File: src/rtl/video_effects_pkg.sv
// Shared register map, bit positions and field widths for the video effects
// control block; mirrored by the software header.
package video_effects_pkg;

    localparam int unsigned ADDR_W = 3;

    localparam logic [ADDR_W-1:0] ADDR_CTRL   = 3'd0;
    localparam logic [ADDR_W-1:0] ADDR_KEY    = 3'd1;
    localparam logic [ADDR_W-1:0] ADDR_MASK   = 3'd2;
    localparam logic [ADDR_W-1:0] ADDR_SUBST  = 3'd3;
    localparam logic [ADDR_W-1:0] ADDR_STATUS = 3'd4;
    localparam logic [ADDR_W-1:0] ADDR_FRAMES = 3'd5;
    localparam logic [ADDR_W-1:0] ADDR_COMMIT = 3'd6;
    localparam logic [ADDR_W-1:0] ADDR_ACTIVE = 3'd7;

    localparam int unsigned CTRL_IRQ_EN_BIT     = 31;
    localparam int unsigned STATUS_PENDING_BIT  = 0;
    localparam int unsigned STATUS_IN_FRAME_BIT = 1;
    localparam int unsigned STATUS_APPLIED_BIT  = 2;
    localparam int unsigned COMMIT_BIT          = 0;

    localparam int unsigned EFFECT_W = 5;
    localparam int unsigned DELETE_W = 2;
    localparam int unsigned QUANT_W  = 2;

    // RGB565 colour layout
    localparam int unsigned RGB565_R_W = 5;
    localparam int unsigned RGB565_G_W = 6;
    localparam int unsigned RGB565_B_W = 5;
    localparam int unsigned RGB565_W   = RGB565_R_W + RGB565_G_W + RGB565_B_W;

    // One complete effect configuration (shadow or active copy)
    typedef struct packed {
        logic [RGB565_W-1:0] subst;
        logic [RGB565_W-1:0] mask;
        logic [RGB565_W-1:0] key;
        logic [QUANT_W-1:0]  quant;
        logic [DELETE_W-1:0] del;
        logic [EFFECT_W-1:0] effect;
    } effect_set_t;

endpackage

File: src/rtl/video_frame_tracker.sv
// Observes the pixel stream handshake: tracks whether a frame is open and
// counts accepted start-of-packet beats.
module video_frame_tracker #(
    parameter int unsigned FRAME_CNT_W = 32
) (
    input  logic                   clk,
    input  logic                   reset,
    input  logic                   valid_i,
    input  logic                   ready_i,
    input  logic                   sop_i,
    input  logic                   eop_i,
    input  logic                   clear_cnt_i,
    output logic                   in_frame_o,
    output logic                   open_o,
    output logic                   frame_end_o,
    output logic [FRAME_CNT_W-1:0] count_o
);
    logic                   sop_acc, eop_acc;
    logic                   in_frame_q, in_frame_d;
    logic [FRAME_CNT_W-1:0] count_q, count_d;

    // Beat decode and next-state; eop beats sop, counter clear beats increment
    always_comb begin
        sop_acc    = valid_i & ready_i & sop_i;
        eop_acc    = valid_i & ready_i & eop_i;
        in_frame_d = in_frame_q;
        if (eop_acc) begin
            in_frame_d = 1'b0;
        end else if (sop_acc) begin
            in_frame_d = 1'b1;
        end
        count_d = count_q;
        if (clear_cnt_i) begin
            count_d = '0;
        end else if (sop_acc) begin
            count_d = count_q + 1'b1;
        end
    end

    // Frame state registers
    always_ff @(posedge clk or negedge reset) begin
        if (!reset) begin
            in_frame_q <= 1'b0;
            count_q    <= '0;
        end else begin
            in_frame_q <= in_frame_d;
            count_q    <= count_d;
        end
    end

    // A frame is open if already inside one or it starts on this beat
    assign open_o      = in_frame_q | sop_acc;
    assign frame_end_o = open_o & eop_acc;
    assign in_frame_o  = in_frame_q;
    assign count_o     = count_q;

endmodule

File: src/rtl/video_effects_ctrl.sv
// Avalon-MM control registers for the video effects pipeline. Host writes land
// in a shadow set; a commit copies it to the active outputs only between frames.
module video_effects_ctrl
    import video_effects_pkg::*;
#(
    parameter int unsigned FRAME_CNT_W = 32
) (
    input  logic                clk,
    input  logic                reset,
    input  logic [ADDR_W-1:0]   avs_address,
    input  logic                avs_write,
    input  logic [31:0]         avs_writedata,
    input  logic                avs_read,
    output logic [31:0]         avs_readdata,
    input  logic                snoop_valid,
    input  logic                snoop_ready,
    input  logic                snoop_sop,
    input  logic                snoop_eop,
    output logic [EFFECT_W-1:0] effect,
    output logic [DELETE_W-1:0] effect_delete_rgb,
    output logic [QUANT_W-1:0]  effect_quantif_level,
    output logic [RGB565_W-1:0] effect_color_key,
    output logic [RGB565_W-1:0] effect_color_key_mask,
    output logic [RGB565_W-1:0] effect_color_substitute,
    output logic                irq
);
    effect_set_t            shadow_q, shadow_d, active_q, active_d;
    logic                   irq_en_q, irq_en_d;
    logic                   pending_q, pending_d;
    logic                   applied_q, applied_d;
    logic [31:0]            rdata_q, rdata_d;
    logic                   in_frame, frame_open, frame_end, apply;
    logic                   commit_set, applied_clr, frames_clr;
    logic [FRAME_CNT_W-1:0] frame_count;
    logic                   unused_wdata;

    assign unused_wdata = ^avs_writedata[30:16];

    video_frame_tracker #(
        .FRAME_CNT_W (FRAME_CNT_W)
    ) u_tracker (
        .clk         (clk),
        .reset       (reset),
        .valid_i     (snoop_valid),
        .ready_i     (snoop_ready),
        .sop_i       (snoop_sop),
        .eop_i       (snoop_eop),
        .clear_cnt_i (frames_clr),
        .in_frame_o  (in_frame),
        .open_o      (frame_open),
        .frame_end_o (frame_end),
        .count_o     (frame_count)
    );

    // Register writes, commit/apply handshake; apply copies the pre-edge shadow
    always_comb begin
        commit_set  = avs_write && (avs_address == ADDR_COMMIT) && avs_writedata[COMMIT_BIT];
        applied_clr = avs_write && (avs_address == ADDR_STATUS)
                      && avs_writedata[STATUS_APPLIED_BIT];
        frames_clr  = avs_write && (avs_address == ADDR_FRAMES);
        apply       = pending_q & (~frame_open | frame_end);

        shadow_d = shadow_q;
        irq_en_d = irq_en_q;
        active_d = apply ? shadow_q : active_q;
        // A fresh commit survives the apply it coincides with; set beats W1C
        pending_d = commit_set | (pending_q & ~apply);
        applied_d = apply | (applied_q & ~applied_clr);

        if (avs_write) begin
            case (avs_address)
                ADDR_CTRL: begin
                    shadow_d.effect = avs_writedata[4:0];
                    shadow_d.del    = avs_writedata[6:5];
                    shadow_d.quant  = avs_writedata[8:7];
                    irq_en_d        = avs_writedata[CTRL_IRQ_EN_BIT];
                end
                ADDR_KEY:   shadow_d.key   = avs_writedata[15:0];
                ADDR_MASK:  shadow_d.mask  = avs_writedata[15:0];
                ADDR_SUBST: shadow_d.subst = avs_writedata[15:0];
                default: ;
            endcase
        end
    end

    // Read mux; readdata holds when no read is issued
    always_comb begin
        rdata_d = rdata_q;
        if (avs_read) begin
            rdata_d = '0;
            case (avs_address)
                ADDR_CTRL: rdata_d = {irq_en_q, 22'b0, shadow_q.quant, shadow_q.del,
                                      shadow_q.effect};
                ADDR_KEY:    rdata_d[15:0] = shadow_q.key;
                ADDR_MASK:   rdata_d[15:0] = shadow_q.mask;
                ADDR_SUBST:  rdata_d[15:0] = shadow_q.subst;
                ADDR_STATUS: begin
                    rdata_d[STATUS_PENDING_BIT]  = pending_q;
                    rdata_d[STATUS_IN_FRAME_BIT] = in_frame;
                    rdata_d[STATUS_APPLIED_BIT]  = applied_q;
                end
                ADDR_FRAMES: rdata_d[FRAME_CNT_W-1:0] = frame_count;
                ADDR_ACTIVE: rdata_d[8:0] = {active_q.quant, active_q.del, active_q.effect};
                default: ;
            endcase
        end
    end

    // State registers
    always_ff @(posedge clk or negedge reset) begin
        if (!reset) begin
            shadow_q  <= '0;
            active_q  <= '0;
            irq_en_q  <= 1'b0;
            pending_q <= 1'b0;
            applied_q <= 1'b0;
            rdata_q   <= '0;
        end else begin
            shadow_q  <= shadow_d;
            active_q  <= active_d;
            irq_en_q  <= irq_en_d;
            pending_q <= pending_d;
            applied_q <= applied_d;
            rdata_q   <= rdata_d;
        end
    end

    assign avs_readdata            = rdata_q;
    assign effect                  = active_q.effect;
    assign effect_delete_rgb       = active_q.del;
    assign effect_quantif_level    = active_q.quant;
    assign effect_color_key        = active_q.key;
    assign effect_color_key_mask   = active_q.mask;
    assign effect_color_substitute = active_q.subst;
    assign irq                     = applied_q & irq_en_q;

endmodule

File: config.mk
export PLATFORM = sky130hd
export DESIGN_NAME = video_effects_ctrl
export DESIGN_NICKNAME = d
export VERILOG_FILES = /design/src/rtl/video_effects_pkg.sv /design/src/rtl/video_frame_tracker.sv /design/src/rtl/video_effects_ctrl.sv
export SDC_FILE = /design/constraint.sdc
export NUM_CORES = 1
export LEC_CHECK = 0
export CORE_UTILIZATION = 54
export DETAILED_ROUTE_END_ITERATION = 10
export GPL_ROUTABILITY_DRIVEN = 1
export PLACE_DENSITY_LB_ADDON = 0.25
export SKIP_LAST_GASP = 1
export SLEW_MARGIN = 20
export SYNTH_ARGS = -nofsm -noshare
export SYNTH_HDL_FRONTEND = slang
export SYNTH_SLANG_ARGS = --single-unit
File: constraint.sdc
create_clock -name clk -period 2.49 [get_ports clk]
set_clock_uncertainty 0.2 [all_clocks]
set_input_delay 0.498 -clock clk [delete_from_list [all_inputs] [get_ports clk]]
set_output_delay 0.498 -clock clk [all_outputs]
set_load 0.02 [all_outputs]
; ---- Word level (Yosys, flattened, before mapping)
; Cells that the tools add are included.
[word_totals]
rom_bits = 0
latchBits = 0
mem_count = 0
register_bits = 182
output_inout_bits = 90
ram_bits = 0
[op_classes]
reduce_logical = 12
n_lt_le_gt_ge = 0
muxes = 8
bitwise = 15
add_sub_neg = 1
n_eq_ne = 7
div_mod_pow = 0
multipliers = 0
shifts = 0
[ops]
columns = operator, n
row1 = 32-bit two-way mux, 2
row2 = 6-bit one-hot mux with 6 select lines, 1
row3 = "32-bit by 1-bit adder with 32-bit output, second input constant", 1
row4 = 16-bit one-hot mux with 2 select lines, 1
row5 = 7-bit one-hot mux with 4 select lines, 1
row6 = 3-bit one-hot mux with 7 select lines, 1
row7 = "3-bit equality test, second input constant", 4
row8 = 1-bit bitwise AND, 8
row9 = 2-bit AND reduction, 4
row10 = "3-bit by 2-bit equality test with 1-bit output, second input constant", 2
row11 = 1-bit logical AND, 5
row12 = 1-bit OR, 4
row13 = 2-bit nonzero test, 2
row14 = "3-bit by 1-bit equality test with 1-bit output, second input constant", 1
row15 = 3-bit logical NOT, 1
row16 = 1-bit inverter, 3
row17 = 1-bit two-way mux, 2

; ---- Depth between registers and ports, before layout
; Gate-level depths: netlist (run 1).
[logic_depth]
word_depth = 9
ltp_mapped = 7
mapped_depth_nobuf = 5

; ---- Modules after synthesis
; From an unflattened synthesis (run 1), not the netlist that was laid out.
[hier_totals]
cells_unflattened = 668
hier_area_um2 = 8255.4
[modules_own_cells]
columns = module, area_each_um2, cells_per_inst, seq_area_each_um2, n_inst
row1 = video_effects_ctrl, 6369.9, 472, 3728.6, 1
row2 = video_frame_tracker, 1885.6, 196, 825.8, 1

; ---- Worst setup path after synthesis (run 1)
; No wires, ideal clock.
[synth_timing]
path_type = in2reg
startpoint = input avs_address[2]
endpoint = register shadow_q[31] in the netlist's numbering
stages = 6
path_buffers = 2
arrival_time_ns = 2.032
slack_ns = 0.134
path_cell_list = clkbuf_1 inv_1 nand2_1 nor2_1 clkbuf_1 mux2_2
[synth_via]
elab_chain_len = 2
[synth_lines]
columns = element, line
row1 = from (decl), video_effects_ctrl.sv:10  ; input logic [ADDR_W-1:0] avs_address,
row2 = 3-bit by 2-bit equality test with 1-bit output, video_effects_ctrl.sv:71  ; case (avs_address)
row3 = 2-bit AND reduction (no line), --
row4 = to (signal assigned), video_effects_ctrl.sv:119  ; shadow_q <= shadow_d;
row5 = to (decl), video_effects_ctrl.sv:27  ; effect_set_t shadow_q, shadow_d, active_q, active_d;
; Every way passes these cells.
; A chain may end at the register's enable or synchronous reset.

; ---- Final worst setup path (run 1)
[layout_timing]
startpoint = register u_tracker.count_q[4] (netlist: u_tracker.count_o[4])
endpoint = register u_tracker.count_q[21] (netlist: u_tracker.count_o[21])
[layout_via]
elab_chain_len = 3
[layout_lines]
columns = element, line
row1 = from (decl), video_frame_tracker.sv:20  ; logic [FRAME_CNT_W-1:0] count_q, count_d;
row2 = from (signal assigned), video_frame_tracker.sv:47  ; count_q <= count_d;
row3 = 32-bit by 1-bit adder with 32-bit output, video_frame_tracker.sv:36  ; count_d = count_q + 1'b1;
row4 = 32-bit two-way mux, video_frame_tracker.sv:35  ; end else if (sop_acc) begin
row5 = 32-bit two-way mux, video_frame_tracker.sv:33  ; if (clear_cnt_i) begin
; Every way passes these cells. The select of a mux whose other input is x is not followed.

==> results.yml, run 1 <==
status:
  status: "finished clean"
timing:
  final.setup.tns_ns: 0
  fmaxAchievable_ghz: 0.4237
  postLayoutSetupSlackWorst_ns: 0.1300
  period_share: 0.9478
  maxSlewViolCount: 0
  timing.final.crit_period_ns: 2.360
  timing_worst_slew_pin_value_ns: 0.5806
  final-setup-viol-count: 0
  max_slew_headroom: 0.6130
  hold_viol: 0
  rsz_0062_raised_after_global_routing: "false"
  holdWs_ns: 0.3041
setup_path:
  critical_path_arrival_ns: 2.51
  path_max_fanout: 9
  ff2ff_path_depth: 4
  crit_end: "u_tracker.count_o[21]"
  crit_family: "simple AND/OR/NAND/NOR gates"
  worst_path_max_delay_cell: "sky130_fd_sc_hd__or4b_1"
  start_kind: "flop"
  rr_startpoint: "u_tracker.count_o[4]"
  regToRegSetupSlack_ns: 0.13
  largest_stage_delay_on_the_critical_path_ns: 0.72
  critPathKind: "reg -> reg"
  worst_setup_path_end_kind: "flop"
  crit_required_ns: 2.64
  cp_cell_sequence: "nand4_4 > or4b_1 > or4_1 > a21oi_1"
  crit_start: "u_tracker.count_o[4]"
  cp.depth: 4
  critPathBufInv: 0
  rr_endpoint: "u_tracker.count_o[21]"
placement:
  hpwlAfterDp_mm: 13.96
  place_worst_setup_slack_ns: -0.3555
  buffers_added_on_ports: 117
  gp_congestion: 0.8633
yosys:
  ys_async_rst_share: 1.000
  syn-cell-area_um2: 8117
  syn-instance-count: 659
  yosys.area.top_type: "sky130_fd_sc_hd__dfrtp_1"
  post_synth_edffs: 0
  synth-warning-count: 0
  synth_area_leaders: "sky130_fd_sc_hd__dfrtp_1, sky130_fd_sc_hd__mux2_2, sky130_fd_sc_hd__mux2i_1"
  synth_top_flop_cell: "sky130_fd_sc_hd__dfrtp_1"
  post_synth.cell_area_avg_um2: 12.32
  post_synth_num_cell_types: 53
  ys_seq_area_frac: 0.5611
  yosysTopAreaCellShare: 0.5611
  post-synth-top-count-cell: "sky130_fd_sc_hd__dfrtp_1"
  mappedNetlistNets: 703
  synth_common_cells: "sky130_fd_sc_hd__dfrtp_1, sky130_fd_sc_hd__mux2_2, sky130_fd_sc_hd__nand2_1"
  synth-seq-cells: 182
clock_network:
  cts_made_buffers: 17
  clock_path_buffers: 2
  clock_latency_ns: 0.43
  tritoncts: "yes"
  worst_setup_hold_path_clk_slew_ns: 0.07
  cts_root_buffer: "sky130_fd_sc_hd__clkbuf_16"
  htreeDepth: 4
  numClockSinks: 182
  cts_setup_buffers: 0
flow_run:
  drv.max_cap_violation_count: 0
final_layout:
  final_core_utilization: 0.7187
  drive_gt1_frac: 0.2805
  area_growth_pct: 29.18
  filler_cell_count: 991
  antenna_cells: 0
  final_net_count: 858
detailed_routing:
  initialDrtViolationCount: 435
  ant_nets: 0
  detailedRoute.firstPassIterationCount: 5
  totalWireLength_mm: 20.42
  num_vias: 6053
  routed_wire_length_per_instance_um: 20.20
  drc: 0
  routed_via_density: 5.987
floorplanning:
  floorplan.die.width_um: 124.6
  floorplan.io_pins: 133
  floorplan.initialDensity: 0.5563
  floorplan.die_area_um2: 15530
  fp.dieH_um: 124.6
  core_area_um2: 14590
  row_count: 44
grt:
  grt_antenna_before_repair: 0
  grt_start_max_net_pins: 60
  track_usage: 0.2719
  first_global_vias: 6152
  grt_pass1_wl_mm: 33.38
  grt_overflow_total: 0
pwr:
  power_leakage_nw: 4.513
  power_mw: 9.918
  p_per_area_nw_per_um2: 945.9
  vdd_drop_max_v: 0.0007520
min_path:
  hp-start: "effect_color_key[5]"
  timing.hold.worst.class: "reg -> reg"
-- how the worst min path moves through the flow --
stage,endpoint,slack [ns],depth (start not counted)
CTS,effect_color_key[5],0.31,1
global route,effect_color_key_mask[0],0.32,1
global placement,effect_color_substitute[2],0.29,1
finish,effect_color_key[5],0.30,1
floorplan,applied_q,0.002,0
detailed placement,effect_color_key[5],0.29,1
-- layer usage --
metal / wire [µm] / track usage / part of all wire / vias to the layer above
li1: - / - / - / 2719
met1: 8997 / 0.3789 / 0.44 / 3052
met2: 9854 / 0.4326 / 0.48 / 258
met3: 1295 / 0.05799 / 0.063 / 24
met4: 277 / 0.07371 / 0.014 / 0
met5: 0 / 0 / 0 / -
-- repair_timing --
| action | 4_1_cts | 5_1_grt |
|---|---|---|
| hold buffers | 1 | 0 |
| hold endpoints to repair | 55 | 0 |
| endpoints found under the setup margin | 0 | 1 |
| resized for setup | 0 | 1 |
-- cells in the final DEF, fill, tap and decap left out, drive strengths merged, types with 3 or more instances in the layout --
master	synthesis	routed
a22oi	14	14
nand2	42	42
clkdlybuf4s50	0	115
o22ai	26	26
xnor2	6	6
nor4	8	8
nor3	5	5
nor2b	3	3
nor2	20	20
or4	12	12
o2bb2ai	8	8
o31ai	10	10
mux4	4	4
clkinv	0	6
nand4	11	11
xor2	4	4
buf	9	58
mux2	128	128
nand3	16	16
inv	32	37
mux2i	17	17
o21ai	5	5
dfrtp	182	182
nand2b	7	7
and3	9	9
a221oi	3	3
a21oi	21	21
o21a	3	3
clkbuf	29	19
-- through the flow --
stage,instances,cell area [µm²]
2_1_floorplan,659,8117
4_1_cts,1011,10480
5_1_grt,1011,10490
6_report,1011,10490
3_5_place_dp,978,9879
3_3_place_gp,978,9879
-- final cells by class --
type / count / area (µm²) / share of cell area
flip-flops and latches: 182 / 4554 / 0.4344
multi-input cells: 407 / 3288 / 0.3136
repair buffers: 174 / 1698 / 0.1619
clock buffers: 19 / 452.9 / 0.04320
well taps: 184 / 230.2 / 0.02196
clock inverters: 13 / 141.4 / 0.01348
inverters: 32 / 120.1 / 0.01146
-- sequential cells by signal (all words and copies together) (netlist names) --
signal / flops
shadow_q: 57
avs_readdata: 32
u_tracker.count_o: 32
effect_color_key: 16
effect_color_key_mask: 16
effect_color_substitute: 16
effect: 5
effect_delete_rgb: 2
effect_quantif_level: 2
applied_q: 1
irq_en_q: 1
pending_q: 1
u_tracker.in_frame_o: 1
-- power breakdown --
part / switching (mW) / internal [mW] / total (mW)
registers: 0.555 / 3.70 / 4.25
logic: 1.35 / 1.60 / 2.95
clock network: 1.17 / 1.54 / 2.71
-- cells by family after synthesis --
family | count (synthesis) | share of synthesized area
adders and majority gates | 1 | 0.001541
xor gates and xnor gates | 10 | 0.01079
buffers and inverters | 70 | 0.03422
AOI/OAI and AO/OA | 102 | 0.08571
and+or+nand+nor | 145 | 0.09697
muxes | 149 | 0.2096
DFF | 182 | 0.5611
Power figures use the tool's default switching activity.
==> inputs of run 2 (changes only) <==
--- a/config.mk
+++ b/config.mk
@@ -5,6 +5,7 @@
 export SDC_FILE = /design/constraint.sdc
 export NUM_CORES = 1
 export LEC_CHECK = 0
+export CAP_MARGIN = 5
 export CORE_UTILIZATION = 54
 export DETAILED_ROUTE_END_ITERATION = 10
 export GPL_ROUTABILITY_DRIVEN = 1
==> results of run 2 <==
Same layout as run 1: the final DEF is identical, and so are final timing and power.
==> inputs of run 3 (changes only) <==
--- a/config.mk
+++ b/config.mk
@@ -10,6 +10,7 @@
 export DETAILED_ROUTE_END_ITERATION = 10
 export GPL_ROUTABILITY_DRIVEN = 1
 export PLACE_DENSITY_LB_ADDON = 0.25
+export SETUP_SLACK_MARGIN = 0.15
 export SKIP_LAST_GASP = 1
 export SLEW_MARGIN = 20
 export SYNTH_ARGS = -nofsm -noshare
==> run 3 against run 2 <==
Net effect: sequential share of layout area rose by 0.39 points; worst hold slack barely moved; first-iteration DRC count fell by 5.1%; critical path depth rose by 1; routed wire length fell by 2.8%; non-clock buffer count fell by 6; sequential power barely moved; cell area fell by 0.80%; count of clock-buffer cells in the layout rose by 6.
==> results.yml, run 3 (synthesized netlist as in run 1, its figures left out) <==
clock_network:
  cts_made_buffers: 17
  numClockSinks: 182
  tritoncts: "yes"
  htreeDepth: 4
  clock_latency_ns: 0.43
  clock_path_buffers: 2
  cts_setup_buffers: 0
  cts_root_buffer: "sky130_fd_sc_hd__clkbuf_16"
  worst_setup_hold_path_clk_slew_ns: 0.06
detailed_routing:
  ant_nets: 0
  routed_wire_length_per_instance_um: 19.76
  wl_met2_mm: 9.516
  num_vias: 6038
  initialDrtViolationCount: 413
  totalWireLength_mm: 19.86
  length_of_routed_met3_wiring_um: 984
  routed.top_layer: "met4"
  detailedRoute.firstPassIterationCount: 6
  drc: 0
  routed_via_density: 6.008
  routedLengthMet1_mm: 8.844
timing:
  max_slew_headroom: 0.5695
  rsz_0062_raised_after_global_routing: "false"
  timing_worst_slew_pin_value_ns: 0.6430
  postLayoutSetupSlackWorst_ns: 0.2014
  final.setup.tns_ns: 0
  holdWs_ns: 0.3044
  maxSlewViolCount: 0
  fmaxAchievable_ghz: 0.4369
  timing.final.crit_period_ns: 2.289
  hold_viol: 0
  final-setup-viol-count: 0
  period_share: 0.9191
final_layout:
  largest_reg_flops: 57
  final_common_cell: "sky130_fd_sc_hd__dfrtp_1"
  antenna_cells: 0
  drive_gt1_frac: 0.2741
  final_net_count: 852
  filler_cell_count: 981
  top_library_cells_by_usage_in_the_layout_fill_and_taps_aside: "sky130_fd_sc_hd__dfrtp_1, sky130_fd_sc_hd__mux2_2, sky130_fd_sc_hd__clkdlybuf4s50_1, sky130_fd_sc_hd__buf_4, sky130_fd_sc_hd__nand2_1"
  area_growth_pct: 28.15
  top_register: "shadow_q"
  post-route-cell-area_um2: 10400
floorplanning:
  floorplan.die.width_um: 124.6
  core_area_um2: 14590
  floorplan.initialDensity: 0.5563
  floorplan.io_pins: 133
  row_count: 44
  fp.dieH_um: 124.6
  floorplan.die_area_um2: 15530
placement:
  hpwlAfterDp_mm: 13.77
  place_worst_setup_slack_ns: -0.2505
  placed_cell_area_um2: 9834
  gp_congestion: 0.8406
  buffers_added_on_ports: 117
setup_path:
  path_max_fanout: 17
  critical_path_arrival_ns: 2.44
  start_kind: "primary input"
  critPathKind: "in -> reg"
  crit_required_ns: 2.64
  worst_setup_path_end_kind: "flop"
  regToRegSetupSlack_ns: 0.24
flow_run:
  drv.max_cap_violation_count: 0
grt:
  grt_antenna_before_repair: 0
  first_global_vias: 6268
  grt_start_max_net_pins: 66
  grt_overflow_total: 0
  track_usage: 0.2700
  grt_pass1_wl_mm: 32.91
pwr:
  vdd_drop_max_v: 0.0007430
  power_leakage_nw: 4.431
  p_per_area_nw_per_um2: 931.5
min_path:
  timing.hold.worst.class: "reg -> reg"
status:
  status: "finished clean"
==> run 3: cell types whose count changed in the layout (fill, tap and decap cells not counted), sizes merged <==
| cell | before | now |
|---|---|---|
| bufinv | 2 | 1 |
| buf | 58 | 52 |
| clkinvlp | 0 | 4 |
| inv | 37 | 32 |
| clkbuf | 19 | 25 |
| clkinv | 6 | 2 |
==> run 3: report_power, final <==
group / switching (mW) / internal [mW] / total, mW
sequential: 0.548 / 3.70 / 4.25
clock: 1.10 / 1.40 / 2.50
combinational: 1.34 / 1.60 / 2.94
==> run 3: timing repair <==
| action | CTS | global route |
|---|---|---|
| setup endpoints to repair | 0 | 10 |
| resized for setup | 0 | 7 |
| endpoints found under the hold margin | 45 | 0 |
| hold buffers | 1 | 0 |
==> run 3: critical path: stages <==
cell	delay [ns]
sky130_fd_sc_hd__clkdlybuf4s50_1	0.44
sky130_fd_sc_hd__nand4b_1	0.37
sky130_fd_sc_hd__a21o_2	0.43
sky130_fd_sc_hd__or4_1	0.55
sky130_fd_sc_hd__a21oi_1	0.15
==> run 3: path summary, 6_finish.rpt <==
path                                            from                    endpoint  depth (start not counted)
min in group asynchronous                      reset            avs_readdata[24]                          2
worst max-delay path                  avs_address[1]       u_tracker.count_o[19]                          5
worst max register to register  u_tracker.count_o[1]       u_tracker.count_o[28]                          5
worst min register to register   effect_color_key[2]         effect_color_key[2]                          1
max in group asynchronous                      reset  effect_color_substitute[6]                          3
worst min-delay path             effect_color_key[2]         effect_color_key[2]                          1
==> run 3: area by class of cell <==
class / instances / area (µm²) / share of cell area
sequential: 182 / 4558 / 0.4382
multi-input combinational: 407 / 3301 / 0.3173
timing repair buffer: 168 / 1653 / 0.1589
clock buffer: 25 / 465.4 / 0.04475
tap: 184 / 230.2 / 0.02213
inverter: 32 / 120.1 / 0.01155
clock inverter: 7 / 73.82 / 0.007097
==> run 3: routing by layer <==
layer | vias up | GRT usage
li1 | 2709 | -
met1 | 3078 | 0.3665
met2 | 211 | 0.4319
met3 | 40 | 0.04854
met4 | 0 | 0.1070
met5 | - | 0
==> run 3: stage by stage <==
stage / std cells / total power, mW / utilization
after CTS: 1005 / 9.735 / 0.7118
after global placement: 972 / 7.098 / 0.6741
final: 1005 / 9.688 / 0.7130
after detailed placement: 972 / 7.205 / 0.6741
after floorplan: 659 / 5.685 / -
after global routing: 1005 / 10.11 / 0.7130
